File: config.mk
export PLATFORM = sky130hd
export DESIGN_NAME = pipeline_processor
export DESIGN_NICKNAME = d
export VERILOG_FILES = /design/src/rtl/pipeline_processor.sv
export SDC_FILE = /design/constraint.sdc
export NUM_CORES = 2
export LEC_CHECK = 0
export BUFFER_PORTS_ARGS = -buffer_cell sky130_fd_sc_hd__buf_2
export CORE_MARGIN = 1
export CORE_UTILIZATION = 40
export DETAILED_ROUTE_END_ITERATION = 12
export PLACE_DENSITY = 0.63
export SLEW_MARGIN = 15
export SYNTH_ARGS = -nofsm -noshare
export SYNTH_HDL_FRONTEND = slang
export SYNTH_SLANG_ARGS = --single-unit
File: constraint.sdc
create_clock -name clk -period 6.7 [get_ports clk]
set_input_delay 1.675 -clock clk [delete_from_list [all_inputs] [get_ports clk]]
set_output_delay 1.675 -clock clk [all_outputs]
set_load 0.005 [all_outputs]
File: src/rtl/pipeline_processor.sv
// pipeline_processor
// Three-stage in-order datapath: register read -> ALU -> writeback/store.
// One register-register operation is accepted on every non-reset clock edge
// straight from the ports; there is no valid/handshake.
//
// Optional feature (compile-time macro PIPE_FORWARD_EN):
//   defined     - S1 operands are bypassed from the ALU output of the op in S2
//                 (rs == rd1, highest priority) or from Z of the op in S3
//                 (rs == rd2), so back-to-back dependent ops see fresh values.
//   not defined - no bypass; a consumer issued 1 or 2 cycles after its
//                 producer reads the stale register bank value.
//
// Ports:
//   clk      rising-edge clock
//   reset    synchronous, active-low reset
//   rs1/rs2  source register indices (5 bits)
//   rd       destination register index (5 bits)
//   func     ALU opcode (4 bits)
//   addr     data-memory store address; word index = addr[MEM_AW-1:0]
//   mem_out  registered copy of the value stored in the writeback stage
//
// Parameters:
//   MEM_AW   data-memory index width, depth = 2**MEM_AW words

module pipeline_processor #(
    parameter int MEM_AW = 8
) (
    input  logic        clk,
    input  logic        reset,
    input  logic [4:0]  rs1,
    input  logic [4:0]  rs2,
    input  logic [4:0]  rd,
    input  logic [3:0]  func,
    input  logic [31:0] addr,
    output logic [31:0] mem_out
);

    localparam int MEM_DEPTH = 2 ** MEM_AW;

    typedef enum logic [3:0] {
        ALU_ADD  = 4'd0,
        ALU_SUB  = 4'd1,
        ALU_MUL  = 4'd2,
        ALU_SELA = 4'd3,
        ALU_SELB = 4'd4,
        ALU_AND  = 4'd5,
        ALU_OR   = 4'd6,
        ALU_XOR  = 4'd7,
        ALU_NOTA = 4'd8,
        ALU_NOTB = 4'd9,
        ALU_SRA  = 4'd10,
        ALU_SLA  = 4'd11
    } alu_op_e;

    logic [31:0] regbank [32];
    logic [31:0] mem     [MEM_DEPTH];

    // S1 -> S2 pipeline registers
    logic [31:0]       a_q, b_q;
    logic [4:0]        rd1;
    logic [3:0]        func1;
    logic [MEM_AW-1:0] addr1;

    // S2 -> S3 pipeline registers
    logic [31:0]       z_q;
    logic [4:0]        rd2;
    logic [MEM_AW-1:0] addr2;

    logic [31:0] alu_result;
    logic [31:0] op_a, op_b;

    // Only the low MEM_AW address bits select a word; the rest are ignored.
    logic unused_addr_hi;
    assign unused_addr_hi = ^addr[31:MEM_AW];

    function automatic logic [31:0] alu(input logic [3:0] op,
                                        input logic [31:0] a,
                                        input logic [31:0] b);
        logic [31:0] r;
        r = '0;
        case (op)
            ALU_ADD:  r = a + b;
            ALU_SUB:  r = a - b;
            ALU_MUL:  r = a * b;       // low 32 bits of the product
            ALU_SELA: r = a;
            ALU_SELB: r = b;
            ALU_AND:  r = a & b;
            ALU_OR:   r = a | b;
            ALU_XOR:  r = a ^ b;
            ALU_NOTA: r = ~a;
            ALU_NOTB: r = ~b;
            ALU_SRA:  r = a >> 1;      // logical shift despite the name
            ALU_SLA:  r = a << 1;
            default:  r = '0;          // opcodes 12-15
        endcase
        return r;
    endfunction

    assign alu_result = alu(func1, a_q, b_q);

    // Operand selection. The register bank is read combinationally, and its
    // write is a non-blocking update at the same edge, so a read coinciding
    // with an S3 write to the same index sees the old value.
    always_comb begin
        // NOTE: every always_comb output gets a default first so no path
        // leaves it unassigned, which would infer a latch.
        op_a = regbank[rs1];
        op_b = regbank[rs2];
`ifdef PIPE_FORWARD_EN
        if (rs1 == rd1)      op_a = alu_result;
        else if (rs1 == rd2) op_a = z_q;
        if (rs2 == rd1)      op_b = alu_result;
        else if (rs2 == rd2) op_b = z_q;
`endif
    end

    // Pipeline registers and mem_out. Reset zeroes everything so the ops
    // flushed through after reset are ADD r0+r0 -> r0 storing 0 to mem[0].
    always_ff @(posedge clk) begin
        // NOTE: sequential state uses non-blocking assignments so every
        // register samples pre-edge values regardless of statement order.
        if (!reset) begin
            a_q     <= '0;
            b_q     <= '0;
            rd1     <= '0;
            func1   <= '0;
            addr1   <= '0;
            z_q     <= '0;
            rd2     <= '0;
            addr2   <= '0;
            mem_out <= '0;
        end else begin
            a_q     <= op_a;
            b_q     <= op_b;
            rd1     <= rd;
            func1   <= func;
            addr1   <= addr[MEM_AW-1:0];
            z_q     <= alu_result;
            rd2     <= rd1;
            addr2   <= addr1;
            mem_out <= z_q;
        end
    end

    // Register bank: resets to regbank[i] = i; r0 is an ordinary register.
    always_ff @(posedge clk) begin
        if (!reset) begin
            for (int i = 0; i < 32; i++) regbank[i] <= 32'(i);
        end else begin
            regbank[rd2] <= z_q;
        end
    end

    // Data memory: a store happens on every non-reset edge.
    always_ff @(posedge clk) begin
        if (!reset) begin
            // NOTE: clearing every word on reset rules out RAM-macro
            // inference and builds this array from flops; that is intended
            // because the block must come out of reset with a known memory.
            for (int i = 0; i < MEM_DEPTH; i++) mem[i] <= '0;
        end else begin
            mem[addr2] <= z_q;
        end
    end

endmodule

==> out/results.ini <==
[logic_synthesis]
ys.flop_type = edfxtp_1
yosysTopAreaCell = edfxtp_1
syn_area_per_cell_um2 = 12.5
ys_ff_latch = 1166
synth_common_cells = nor2_1 (1,326), edfxtp_1 (1,024), mux4_2 (640)
synth.area.top_cells = edfxtp_1 (41%), mux4_2 (19%), fa_1 (11%)
netlist_instances = 6078
synth_top_area_share = 0.406
ys_types = 85
yosysSeqAreaShare = 0.444
synth_nets = 6759
ys_warn_count = 0
synth_edf_count = 1024
yosys.cell_count.top_type = nor2_1
netlist_area_um2 = 75700
synth-async-reset-ratio = 0

[critical_path]
cp_common_cell = fa_1
reg2reg_depth = 27
critPathMaxStageDelay_ns = 0.52
critPathMaxFanout = 3
crit_type = flop to flop
crit_family = adder cells
arrival_ns = 7.78
crit_slowest_cell = fa_1
regToRegSetupSlack_ns = -0.40
cp.depth = 27
critPathBufInv = 8
cp-end-kind = flop
crit_start = b_q[5]$_SDFF_PN0_
timing.rr.start = b_q[5]$_SDFF_PN0_
cp-endpoint = z_q[31]$_SDFF_PN0_
critPathRequiredTime_ns = 7.38
r2r_end = z_q[31]$_SDFF_PN0_
start_kind = flop

[place]
gp_congestion = 0.989
dp_hpwl_mm = 184
numPortBuffers = 52

[die]
die_w_um = 437
io_pins = 85
die_area_um2 = 191000
rows = 159
coreArea_um2 = 188000
initial_utilization = 0.403
fp.dieH_um = 437

[timing]
setup_ws_ns = -0.403
worstMarginPinSlew_ns = 1.38
slew_headroom = 0.0784
setup_viol = 15
finalWorstPathRequiredPeriod_ns = 7.10
timing.fmax_ghz = 0.141
hold_violations = 0
rsz0062_at_grt = yes
holdWs_ns = 0.432
clock_skew_ns = 0.0322
final.setup.tns_ns = -3.11
drv_slew = 0
period_share = 1.06

[finish]
synthToLayoutAreaGrowth_pct = 15.4
drive_gt1_frac = 0.272
fin_nets = 6964
fin_util = 0.465

[drt]
ant_nets = 0
drt-vias-per-instance = 6.11
drc_errors = 6
routed-via-count = 54400
firstDrtPassIters = 9
drt_iter0_drc = 7291
routed_wl_mm = 280
wl_per_cell_um = 31.5

[clock_tree]
clock-root-buffer = clkbuf_16
cts.clk_slew.worst_paths_ns = 0.06
clock_sinks = 1166
htreeDepth = 3
ctsHoldBuffers = 0
cts_tree = built
clk_latency_ns = 0.77
cts_buffers = 121
clock_path_buffers = 3

[grt]
antenna_found_initial = 22
grt_first_pass_wirelength_mm = 397
overflow = 0
grt_pass1_vias = 55100
track_usage = 0.292
grt_max_degree = 73

[power_and_ir_drop]
p_per_area_nw_per_um2 = 272
p_leak_nw = 32.4
ir_drop_mv = 0.254
total_power_mw = 23.8

[status]
violations = design-rule violations, negative setup slack
status = complete, but fails checks

[run]
cap_violations = 0

[worst_hold_path]
hold_path.class = flop to flop

-- area by class of cell --
class                           instances  area [µm²]
Timing Repair Buffer                  585        5070
Antenna cell                           11        27.5
Fill cell                           16700      101000
Clock inverter                         50         627
Inverter                              486        1910
Clock buffer                          179        3480
Sequential cell                      1166       33700
Multi-Input combinational cell       3923       39500
Tap cell                             2495        3120
-- stage by stage --
step	instances	cell area (µm²)	setup slack [ns]
after floorplan	6078	76100	0.00135
after global placement	8626	81900	-0.665
after detailed placement	8626	81900	-0.655
after CTS	8875	86700	-0.440
after global routing	8894	87400	-0.615
final	8895	87400	-0.403
-- layout by cell type, fill, tap and decap left out, drive strengths merged, types with 14 or more instances in the layout --
cell / n
edfxtp: 1024
ha: 219
xor2: 25
a221oi: 36
a21o: 31
a22oi: 16
mux2i: 72
mux4: 640
fa: 409
o21ai: 71
a31oi: 16
and2: 127
inv: 472
nand2: 466
nor2: 1326
buf: 585
mux2: 16
or3: 14
xnor2: 107
nor3: 18
nand3: 41
clkbuf: 179
o211ai: 14
clkinv: 44
dfxtp: 142
a21oi: 104
-- logic make-up after synthesis --
kind of cell | share of synthesized area
buffers and inverters | 0.0501
flip-flops | 0.444
XOR/XNOR | 0.0155
adder cells (fa/ha/maj) | 0.144
multiplexers | 0.202
AND/OR/NAND/NOR | 0.111
AO/OA/AOI/OAI | 0.0331
-- what timing repair did --
action / 4_1_cts / 5_1_grt
pin swaps: 66 / 49
resized for setup: 153 / 121
endpoints found under the setup margin: 17 / 19
setup buffers: 22 / 10
-- metal layers --
| metal | up-vias | track usage | routed length, µm |
|---|---|---|---|
| met5 | - | 0 | 104 |
| met4 | 16 | 0.160 | 18100 |
| met3 | 869 | 0.0693 | 33500 |
| met2 | 3755 | 0.463 | 130000 |
| met1 | 27900 | 0.368 | 98200 |
| li1 | 21900 | - | - |
-- registers in the layout, summed over array words and instances, names as in the netlist --
name     flops
func1        4
a_q         32
z_q         32
regbank   1024
rd2          5
mem_out     32
rd1          5
b_q         32
-- power breakdown --
part,internal [mW],total [mW],switching [mW]
Sequential,8.25,8.59,0.333
Combinational,3.55,8.16,4.61
Clock,4.02,7.00,2.98
Total,15.8,23.8,7.93
-- worst min path at each step --
stage                                  from                end  cells past startpoint
final                     rd1[4]$_SDFF_PN0_  rd2[4]$_SDFF_PN0_                      1
after detailed placement  rd1[4]$_SDFF_PN0_  rd2[4]$_SDFF_PN0_                      1
after global routing      rd1[4]$_SDFF_PN0_  rd2[4]$_SDFF_PN0_                      1
after floorplan           rd1[0]$_SDFF_PN0_  rd2[0]$_SDFF_PN0_                      1
after CTS                 rd1[4]$_SDFF_PN0_  rd2[4]$_SDFF_PN0_                      1
after global placement    rd1[4]$_SDFF_PN0_  rd2[4]$_SDFF_PN0_                      1
No activity file was read; power rests on OpenSTA's default activity.
